===== src/rtl/run_ctrl_pkg.sv =====
// Shared types and constants for the run/reset sequencer of the single-cycle core.
package run_ctrl_pkg;

  typedef enum logic [2:0] {
    IDLE,
    RST_HOLD,
    RUN,
    DONE,
    TIMEOUT
  } run_state_e;

  localparam int DEF_XLEN  = 32;
  localparam int DEF_CNT_W = 32;

  // Bit positions when the status flags are mapped into a CSR word
  localparam int STAT_BUSY_BIT    = 0;
  localparam int STAT_DONE_BIT    = 1;
  localparam int STAT_TIMEOUT_BIT = 2;

endpackage


===== src/rtl/run_controller_sat_counter.sv =====
// Up-counter with synchronous clear and enable that sticks at its all-ones value.
module sat_counter #(
  parameter int W = 32
) (
  input  logic         clk,
  input  logic         reset,
  input  logic         en,
  input  logic         clr,
  output logic [W-1:0] count
);

  always_ff @(posedge clk or posedge reset) begin
    if (reset) begin
      count <= '0;
    end else if (clr) begin
      count <= '0;
    end else if (en && (count != '1)) begin
      count <= count + 1'b1;
    end
  end

endmodule


===== src/rtl/run_controller.sv =====
// Run/reset sequencer for the single-cycle core: reset hold, enable gating, halt and timeout.
// Optional macro RUN_CTRL_SELFLOOP_EN adds self-loop (jal x0,0) halt detection.
module run_controller
  import run_ctrl_pkg::*;
#(
  parameter int          XLEN            = DEF_XLEN,
  parameter int          CNT_W           = DEF_CNT_W,
  parameter int          RST_CYCLES      = 4,
  parameter int unsigned MAX_CYCLES      = 10000,
  parameter int          SELFLOOP_CYCLES = 2
) (
  input  logic             clk,
  input  logic             reset,
  input  logic             start_i,
  input  logic             halt_req_i,
  input  logic [XLEN-1:0]  pc_i,
  output logic             core_rst_o,
  output logic             core_en_o,
  output logic             busy_o,
  output logic             done_o,
  output logic             timeout_o,
  output logic [CNT_W-1:0] cycle_cnt_o,
  output logic [XLEN-1:0]  exit_pc_o
);

  localparam logic [7:0]       HOLD_INIT = 8'(RST_CYCLES - 1);
  localparam logic [CNT_W-1:0] LIMIT     = CNT_W'(MAX_CYCLES);
  localparam logic [CNT_W-1:0] LIMIT_M1  = CNT_W'(MAX_CYCLES - 1);

  if (RST_CYCLES < 1 || RST_CYCLES > 255) begin : g_bad_rst_cycles
    $error("run_controller: RST_CYCLES must be within 1..255");
  end
  if (CNT_W < 32 && (MAX_CYCLES >> CNT_W) != 0) begin : g_bad_max_cycles
    $error("run_controller: MAX_CYCLES does not fit in CNT_W bits");
  end
  if (SELFLOOP_CYCLES < 2) begin : g_bad_selfloop
    $error("run_controller: SELFLOOP_CYCLES must be at least 2");
  end

  run_state_e state, next_state;
  logic [7:0] hold;
  logic       in_run;
  logic       restart;
  logic       limit_hit;
  logic       selfloop_hit;

  assign in_run = (state == RUN);

  // The post-increment count equals LIMIT exactly when the current count is LIMIT-1
  assign limit_hit = in_run && (LIMIT != '0) && (cycle_cnt_o == LIMIT_M1);

  sat_counter #(.W(CNT_W)) u_cycle_cnt (
    .clk   (clk),
    .reset (reset),
    .en    (in_run),
    .clr   (restart),
    .count (cycle_cnt_o)
  );

`ifdef RUN_CTRL_SELFLOOP_EN
  localparam int                 STALL_W   = 16;
  localparam logic [STALL_W-1:0] STALL_PRE = STALL_W'(SELFLOOP_CYCLES - 2);

  logic [XLEN-1:0]    last_pc;
  logic [STALL_W-1:0] stall;
  logic               pc_same;

  // The first RUN cycle has no previous PC, so it never counts as a repeat
  assign pc_same      = in_run && (pc_i == last_pc) && (cycle_cnt_o != '0);
  assign selfloop_hit = pc_same && (stall == STALL_PRE);

  sat_counter #(.W(STALL_W)) u_stall_cnt (
    .clk   (clk),
    .reset (reset),
    .en    (pc_same),
    .clr   (restart || (in_run && !pc_same)),
    .count (stall)
  );

  always_ff @(posedge clk or posedge reset) begin
    if (reset) begin
      last_pc <= '0;
    end else if (in_run) begin
      last_pc <= pc_i;
    end
  end
`else
  assign selfloop_hit = 1'b0;
`endif

  always_comb begin
    next_state = state;
    restart    = 1'b0;
    case (state)
      IDLE, DONE, TIMEOUT: begin
        if (start_i) begin
          next_state = RST_HOLD;
          restart    = 1'b1;
        end
      end
      RST_HOLD: begin
        if (hold == '0) next_state = RUN;
      end
      RUN: begin
        if (halt_req_i || selfloop_hit) next_state = DONE;
        else if (limit_hit)             next_state = TIMEOUT;
      end
      default: next_state = IDLE;
    endcase
  end

  // Core controls are decoded from next_state so they line up with the registered state
  always_ff @(posedge clk or posedge reset) begin
    if (reset) begin
      state      <= IDLE;
      hold       <= '0;
      done_o     <= 1'b0;
      timeout_o  <= 1'b0;
      exit_pc_o  <= '0;
      core_rst_o <= 1'b1;
      core_en_o  <= 1'b0;
      busy_o     <= 1'b0;
    end else begin
      state      <= next_state;
      core_rst_o <= (next_state == IDLE) || (next_state == RST_HOLD);
      core_en_o  <= (next_state == RUN);
      busy_o     <= (next_state == RST_HOLD) || (next_state == RUN);
      if (restart) begin
        hold      <= HOLD_INIT;
        done_o    <= 1'b0;
        timeout_o <= 1'b0;
        exit_pc_o <= '0;
      end else begin
        if (state == RST_HOLD && hold != '0) hold <= hold - 1'b1;
        if (in_run && next_state == DONE) begin
          done_o    <= 1'b1;
          exit_pc_o <= pc_i;
        end
        if (in_run && next_state == TIMEOUT) begin
          timeout_o <= 1'b1;
          exit_pc_o <= pc_i;
        end
      end
    end
  end

endmodule


===== config.mk =====
export PLATFORM = sky130hd
export DESIGN_NAME = run_controller
export DESIGN_NICKNAME = d
export VERILOG_FILES = /design/src/rtl/run_ctrl_pkg.sv /design/src/rtl/run_controller_sat_counter.sv /design/src/rtl/run_controller.sv
export SDC_FILE = /design/constraint.sdc
export NUM_CORES = 1
export LEC_CHECK = 0
export CAP_MARGIN = 20
export CELL_PAD_IN_SITES_DETAIL_PLACEMENT = 1
export CELL_PAD_IN_SITES_GLOBAL_PLACEMENT = 1
export CORE_MARGIN = 4
export CORE_UTILIZATION = 30
export CTS_CLUSTER_SIZE = 40
export DETAILED_ROUTE_END_ITERATION = 8
export PLACE_DENSITY_LB_ADDON = 0.2
export SLEW_MARGIN = 25
export SYNTH_ARGS = -nofsm -noshare
export SYNTH_HDL_FRONTEND = slang
export SYNTH_SLANG_ARGS = --single-unit

===== constraint.sdc =====
create_clock -name clk -period 7.6 [get_ports clk]
set_input_delay 1.52 -clock clk [delete_from_list [all_inputs] [get_ports clk]]
set_output_delay 1.52 -clock clk [all_outputs]
set_load 0.05 [all_outputs]

==> results.toml, run 1 <==
[power]
p_sw_share_pct = 39.9
ir_drop_mv = 0.139
seqPwrFrac_pct = 36.0
power_frac_comb_pct = 36.8
power.total_uw = 1610
p_int_uw = 968
p_leak_uw = 0.00223
p_switching_uw = 642
power_density_mw_per_mm2 = 291
clkPwrFrac_pct = 27.2

[clocking]
cts_hold_buffers = 0
cts_buffers = 9
postCtsResizedCells = 0
h-tree-depth = 3
cts_root_buf = "clkbuf_16"
cts_tree = "built"
clk_path_buf_depth = 2
clkSlewWorstSetupHoldPaths_ps = 60
cts_setup_buffers = 0
worst_skew_pair.late_latency_ps = 340
cts_num_sinks = 80

[logic_synthesis]
syn_area_mm2 = 0.00401
synth_area_leaders = "dfrtp_1 (49%), nand2_1 (8.4%), o22ai_1 (5.0%), nor2_1 (2.7%), nand3_1 (2.5%)"
synth_nets = 477
synth-edff-count = 0
synth_warnings = 0
yosys.area.top_type = "dfrtp_1"
syn-instance-count = 439
ys_types = 56
synth_area_per_cell_um2 = 9.13
ys_ff_latch = 80
synth_top_area_share_pct = 49.3
ys_seq_area_share_pct = 50.0
async_reset_ff_share_pct = 100
synth_ff_type = "dfrtp_1"

[grt]
grt_overflow = 0
grt_first_pass_wirelength_um = 21100
grt_usage_pct = 17.6
grt_max_degree = 42
antenna_found_initial = 0
grt_pass1_vias = 4046

[die]
die-area_mm2 = 0.0153
rows = 41
die_w_um = 124
die_h_um = 124
start_util_pct = 31.2
boundaryPins = 105
coreArea_mm2 = 0.0128

[finish]
finalNetCount = 573
fillers = 1511
drive_gt1_share_pct = 7.22
syn2layout_area_growth_pct = 37.9
design_area_mm2 = 0.00553
final_cell_mix = "clkdlybuf4s50_1 (104), nand2_1 (90), dfrtp_1 (79)"
antenna_cells = 0
final_common_cell = "clkdlybuf4s50_1"

[detailed_routing]
post_drt_wl_per_cell_um = 17.7
vias = 3755
routed_wl_um = 12600
antenna_left = 0
drcViolationCount = 0
drt-pass1-iter-count = 4
viasPerCell = 5.27
drtIter0Drc = 208

[setup_path]
critical_path_class = "reg -> out"
cp_cell_sequence = "clkdlybuf4s50_1"
critPathMaxFanout = 9
cp-end-kind = "output pin"
required_ps = 6080
cp.arrival_ps = 1750
critPathSlowestCell = "clkdlybuf4s50_1"
crit_path_start_kind = "flip-flop"
path_buf_inv = 1
cpPeakStageDelay_ps = 900
cpLargestDelayFamily = "buffers and inverters"

[timing]
setup_viol = 0
slew_violations = 0
hold_viol = 0
tns_ps = 0
tightest_slew_ps = 798
fin_crit_sh_pct = 43.1
rsz0062_at_grt = "false"
slew_headroom_pct = 46.3
fin_worst_skew_ps = 5.87
fmax_ghz = 0.306
setup_ws_ps = 4330
finalCriticalPeriod_ps = 3270

[placed_design]
dp_slack_ps = 3960
dp_hpwl_um = 8820
gp_congestion = 0.833
place_area_mm2 = 0.00523
io_buffers = 104

[min_path]
hold_class = "reg -> reg"

[run_status]
status = "finished, final reports clean"

[flow_run]
cap_viol_max_count = 0
==> logic make-up after synthesis <==
group / share of synthesized area, %
DFF: 50.0
AOI/OAI and AO/OA: 15.0
buffers and inverters: 3.62
adders and majority gates: 0.625
and+or+nand+nor: 27.4
muxes: 0.750
xor gates and xnor gates: 2.62
==> final timing paths <==
kind	to	slack (ps)	startpoint	cells after the start
max in group asynchronous	core_rst_o	5310	reset	4
min reg2reg	timeout_o	500	timeout_o	1
max reg2reg	exit_pc_o[27]	4860	u_cycle_cnt.count[5]	5
max	cycle_cnt_o[4]	4330	u_cycle_cnt.count[4]	1
min in group asynchronous	exit_pc_o[10]	1640	reset	3
min	timeout_o	500	timeout_o	1
==> per-layer routing <==
metal | vias to the layer above | part of all wire (%) | GRT usage, %
met5 | - | 0 | 0
met4 | 0 | 0.99 | 3.81
met3 | 8 | 6.9 | 6.91
met2 | 100 | 46 | 27.3
met1 | 1865 | 46 | 23.4
li1 | 1782 | - | -
==> sequential cells by signal, indices dropped and copies added (netlist names) <==
signal / cells
busy_o: 1
exit_pc_o: 32
core_en_o: 1
hold: 8
u_cycle_cnt.count: 32
timeout_o: 1
state: 3
core_rst_o: 1
done_o: 1
==> metrics by stage <==
stage,hold WS (ps),instances,utilization [%]
finish,498,712,43.1
global route,520,712,43.1
CTS,505,712,43.1
detailed placement,492,696,40.8
global placement,483,695,40.6
floorplan,506,439,-
==> Yosys cell counts, types with 5 or more instances <==
| cell | instances |
|---|---|
| a21oi_1 | 19 |
| and3_1 | 9 |
| buf_2 | 5 |
| clkbuf_1 | 15 |
| dfrtp_1 | 79 |
| inv_1 | 8 |
| nand2_1 | 90 |
| nand3_1 | 20 |
| nand4_1 | 11 |
| nor2_1 | 29 |
| nor3_1 | 8 |
| nor4_1 | 7 |
| o21ai_0 | 13 |
| o22ai_1 | 32 |
| o31ai_1 | 7 |
| or3_1 | 9 |
| or4_1 | 7 |
| xor2_1 | 11 |
==> power by group through the flow <==
| stage | sequential, uW | combinational [uW] | clock [uW] |
|---|---|---|---|
| floorplan | 759 | 205 | 0 |
| global placement | 584 | 585 | 0 |
| detailed placement | 583 | 599 | 0 |
| CTS | 579 | 602 | 449 |
| global route | 590 | 641 | 472 |
| finish | 579 | 593 | 438 |
==> final cells by class <==
cell class	instances	area, um2	share of cell area, %
well taps	172	215	3.89
clock inverters	6	58.8	1.06
clock buffers	10	239	4.32
inverters	8	31.3	0.566
repair buffers	110	1100	19.9
multi-input cells	326	1880	34.0
flip-flops and latches	80	2000	36.2
Power figures use the tool's default switching activity.
==> run 2: changes to the inputs <==
- clock period: 7.6 -> 3.1 ns (I/O delays scaled with it)
==> run 2 against run 1 <==
Sequential power up 140%. Hold slack worse by 5.0 ps. Routed wire length up 1.8%. Non-clock buffer count up 5. Flip-flop and latch count unchanged. Sequential share of layout area down 0.098 points. Design area up 0.27%. Worst setup slack worse by 3600 ps. Via count up 2.7%. Die area unchanged. Combinational power up 150%. Critical path depth unchanged.
==> results.toml, run 2 (synthesis gave the netlist of run 1 again) <==
[timing]
setup_viol = 0
finalCriticalPeriod_ps = 2410
tightest_slew_ps = 790
fin_worst_skew_ps = 5.03
slew_violations = 0
rsz0062_at_grt = "false"
fmax_ghz = 0.415
tns_ps = 0
slew_headroom_pct = 47.1
hold_viol = 0
fin_crit_sh_pct = 77.7
holdWs_ps = 493

[placed_design]
io_buffers = 104
gp_congestion = 0.746
dp_hpwl_um = 9060

[min_path]
min_from = "timeout_o"
hold_class = "reg -> reg"

[power]
power_density_mw_per_mm2 = 711
ir_drop_mv = 0.334
p_leak_uw = 0.00224

[clocking]
clk_path_buf_depth = 2
cts_num_sinks = 80
h-tree-depth = 3
cts_hold_buffers = 0
cts_root_buf = "clkbuf_16"
worst_skew_pair.late_latency_ps = 340
cts_setup_buffers = 0
postCtsResizedCells = 0
cts_buffers = 9
cts_tree = "built"
clkSlewWorstSetupHoldPaths_ps = 60

[flow_run]
cap_viol_max_count = 0

[run_status]
status = "finished, final reports clean"

[die]
die-area_mm2 = 0.0153
start_util_pct = 31.2
boundaryPins = 105
coreArea_mm2 = 0.0128
die_h_um = 124
die_w_um = 124
rows = 41

[grt]
grt_overflow = 0
grt_first_pass_wirelength_um = 21100
grt_max_degree = 42
grt_pass1_vias = 4013
grt_usage_pct = 17.7
antenna_found_initial = 0

[detailed_routing]
drcViolationCount = 0
post_drt_wl_per_cell_um = 17.9
drt-pass1-iter-count = 4
viasPerCell = 5.38
drtIter0Drc = 137
routed_wl_um = 12900
vias = 3858
antenna_left = 0

[setup_path]
reg2reg_from = "state[1]"
cpLargestDelayFamily = "buffers and inverters"
crit_start = "u_cycle_cnt.count[4]"
critPathMaxFanout = 9
path_buf_inv = 1
cp.arrival_ps = 1790
cp-end-kind = "output pin"
crit_path_start_kind = "flip-flop"
cpPeakStageDelay_ps = 900
critical_path_class = "reg -> out"
required_ps = 2480
critPathSlowestCell = "clkdlybuf4s50_1"
cp_cell_sequence = "clkdlybuf4s50_1"

[finish]
reg_top3 = "exit_pc_o (32), u_cycle_cnt.count (32), hold (8)"
antenna_cells = 0
finalNetCount = 578
final_common_cell = "clkdlybuf4s50_1"
drive_gt1_share_pct = 7.34
final_cell_mix = "clkdlybuf4s50_1 (104), nand2_1 (90), dfrtp_1 (79)"
syn2layout_area_growth_pct = 38.3
run 2: changes by cell type in the layout (fill, tap and decap cells not counted):
cell | previous run | this run
clkbuf_1 | 0 | 3
buf_4 | 5 | 10
o31a_2 | 1 | 0
clkinv_2 | 5 | 4
clkbuf_8 | 1 | 0
nor2_2 | 1 | 2
o31a_1 | 0 | 1
clkinv_4 | 1 | 0
nor2_4 | 1 | 0
run 2: metrics by stage:
step / std cells / total power, uW / setup WS [ps] / cell area, um2 / util (%)
finish: 717 / 3940 / 690 / 5540 / 43.2
global placement: 701 / 2880 / 736 / 5260 / 41.0
floorplan: 439 / 2360 / 430 / 4010 / -
global route: 717 / 4180 / 534 / 5540 / 43.2
detailed placement: 701 / 2920 / 701 / 5260 / 41.0
CTS: 717 / 3990 / 680 / 5540 / 43.2
run 2: worst paths after layout:
path | to | slack [ps] | depth (start not counted)
min in group asynchronous | timeout_o | 680 | 2
max in group asynchronous | u_cycle_cnt.count[26] | 1740 | 3
max | cycle_cnt_o[4] | 690 | 1
max reg2reg | u_cycle_cnt.count[19] | 700 | 5
min | timeout_o | 490 | 1
min reg2reg | timeout_o | 490 | 1
run 2: layer usage:
layer | part of all wire, % | up-vias | track usage, %
met5 | 0 | - | 0
li1 | - | 1805 | -
met2 | 47 | 85 | 27.8
met4 | 1.3 | 0 | 6.16
met3 | 6.5 | 13 | 5.63
met1 | 45 | 1955 | 22.9
run 2: worst register-to-register path: cells and delay by family (launching register included):
kind	cells	cell delay [ps]
AO/OA/AOI/OAI	2	420
flip-flops	1	530
AND/OR/NAND/NOR	3	1390
run 2: cell type report:
class | count | area, um2
multi-input cells | 326 | 1870
clock buffers | 12 | 236
fillers | 1509 | 7280
well taps | 172 | 215
repair buffers | 115 | 1140
inverters | 8 | 31.3
clock inverters | 4 | 45.0
flip-flops and latches | 80 | 2000
run 2: power breakdown:
part / internal (uW) / switching (uW)
clock network: 621 / 431
registers: 1240 / 173
logic: 507 / 967
==> run 3: changes to the inputs <==
- clock period: 3.1 -> 2.2 ns (I/O delays scaled with it)
==> run 3 against run 2 <==
First-iteration DRC count up 18%. Combinational power up 49%. Global-route usage up 0.35 points. Worst setup slack worse by 620 ps. Largest power group unchanged.
==> results.toml, run 3 (synthesis gave the netlist of run 1 again) <==
[finish]
antenna_cells = 0
drive_gt1_share_pct = 13.9
fin_cells = 739
final_common_cell = "clkdlybuf4s50_1"
final_cell_mix = "clkdlybuf4s50_1 (99), nand2_1 (90), dfrtp_1 (68)"
reg_top3 = "exit_pc_o (32), u_cycle_cnt.count (32), hold (8)"
syn2layout_area_growth_pct = 44.5
finalNetCount = 600

[grt]
antenna_found_initial = 0
grt_usage_pct = 18.0
grt_pass1_vias = 4100
grt_max_degree = 81
grt_overflow = 0
grt_first_pass_wirelength_um = 21600

[power]
ir_drop_mv = 0.411
power_density_mw_per_mm2 = 997
p_leak_uw = 0.00238

[clocking]
cts_setup_buffers = 0
cts_root_buf = "clkbuf_16"
cts_hold_buffers = 0
h-tree-depth = 3
cts_num_sinks = 80
clk_path_buf_depth = 2
cts_tree = "built"
cts_buffers = 9
clkSlewWorstSetupHoldPaths_ps = 60
worst_skew_pair.late_latency_ps = 330

[timing]
slew_violations = 0
slew_headroom_pct = 45.9
fin_worst_skew_ps = 6.99
finalCriticalPeriod_ps = 2130
setup_viol = 0
tns_ps = 0
fmax_ghz = 0.470
hold_viol = 0
rsz0062_at_grt = "false"
fin_crit_sh_pct = 96.6
tightest_slew_ps = 809

[placed_design]
io_buffers = 104
gp_congestion = 0.815
dp_hpwl_um = 9170
dp_cells = 723

[setup_path]
crit_path_start_kind = "flip-flop"
crit_start = "u_cycle_cnt.count[25]"
cp.arrival_ps = 1690
cp_cell_sequence = "buf_4 -> clkdlybuf4s50_1"
cpLargestDelayFamily = "buffers and inverters"
cp-end-kind = "output pin"
critPathSlowestCell = "clkdlybuf4s50_1"
critical_path_class = "reg -> out"
required_ps = 1760
path_buf_inv = 2
critPathMaxFanout = 5
reg2reg_from = "u_cycle_cnt.count[23]"
cpPeakStageDelay_ps = 790

[detailed_routing]
drtIter0Drc = 162
drcViolationCount = 0
viasPerCell = 5.22
vias = 3858
drt-pass1-iter-count = 4
post_drt_wl_per_cell_um = 17.7
antenna_left = 0
routed_wl_um = 13000

[die]
boundaryPins = 105
die-area_mm2 = 0.0153
start_util_pct = 31.2
die_w_um = 124
coreArea_mm2 = 0.0128
rows = 41
die_h_um = 124

[min_path]
min_from = "timeout_o"
hold_class = "reg -> reg"

[run_status]
status = "finished, final reports clean"

[flow_run]
cap_viol_max_count = 0
-- run 3: cell types whose count changed in the layout (fill, tap and decap cells not counted), moves of 3 or more --
cell             before  now
clkdlybuf4s50_1     104   99
dfrtp_1              79   68
clkinv_2              4    1
buf_4                10   35
dfrtp_2               0   11
-- run 3: per-layer routing --
metal,vias up,track usage [%],wire [um]
li1,1845,-,-
met1,1908,24.3,6040
met2,99,27.7,5970
met3,6,5.86,903
met4,0,5.26,137
met5,-,0,0
-- run 3: worst paths after layout --
check	endpoint	slack [ps]	depth (start not counted)
setup / recovery	cycle_cnt_o[25]	70	2
hold / removal	timeout_o	490	1
setup reg to reg	u_cycle_cnt.count[4]	130	5
hold reg to reg	timeout_o	490	1
max in group asynchronous	u_cycle_cnt.count[1]	1260	3
min in group asynchronous	exit_pc_o[31]	570	3
-- run 3: worst reg2reg max path: stages (launching register included) --
cell and delay, ps:
dfrtp_1 440, and4_1 370, nand4_1 190, or4_4 630
and3_4 210, mux2i_1 110
-- run 3: power breakdown --
part           leakage [uW]  internal, uW  switching (uW)
sequential          0.00107          1750             214
clock              0.000154          1030             588
combinational       0.00115           772            1420
-- run 3: final cells by class --
class,count,area [um2]
fill,1472,7040
sequential,80,2020
multi-input combinational,326,1900
timing repair buffer,137,1310
clock buffer,13,250
tap,172,215
clock inverter,3,65.1
inverter,8,33.8
-- run 3: repair_timing --
action                                 in CTS  in global routing
setup endpoints to repair                   0                  2
endpoints found under the hold margin       0                  0
gates resized for setup                     0                  2
-- run 3: metrics by stage --
step	hold WS (ps)	power [uW]	worst slack (ps)	instance area (um2)	util [%]
after CTS	500	5840	40.9	5780	45.1
after detailed placement	487	4180	160	5470	42.6
after global placement	482	4140	178	5470	42.6
after global routing	541	6110	3.91	5790	45.1
after floorplan	506	3340	4.36	4050	-
final	493	5770	74.6	5790	45.1
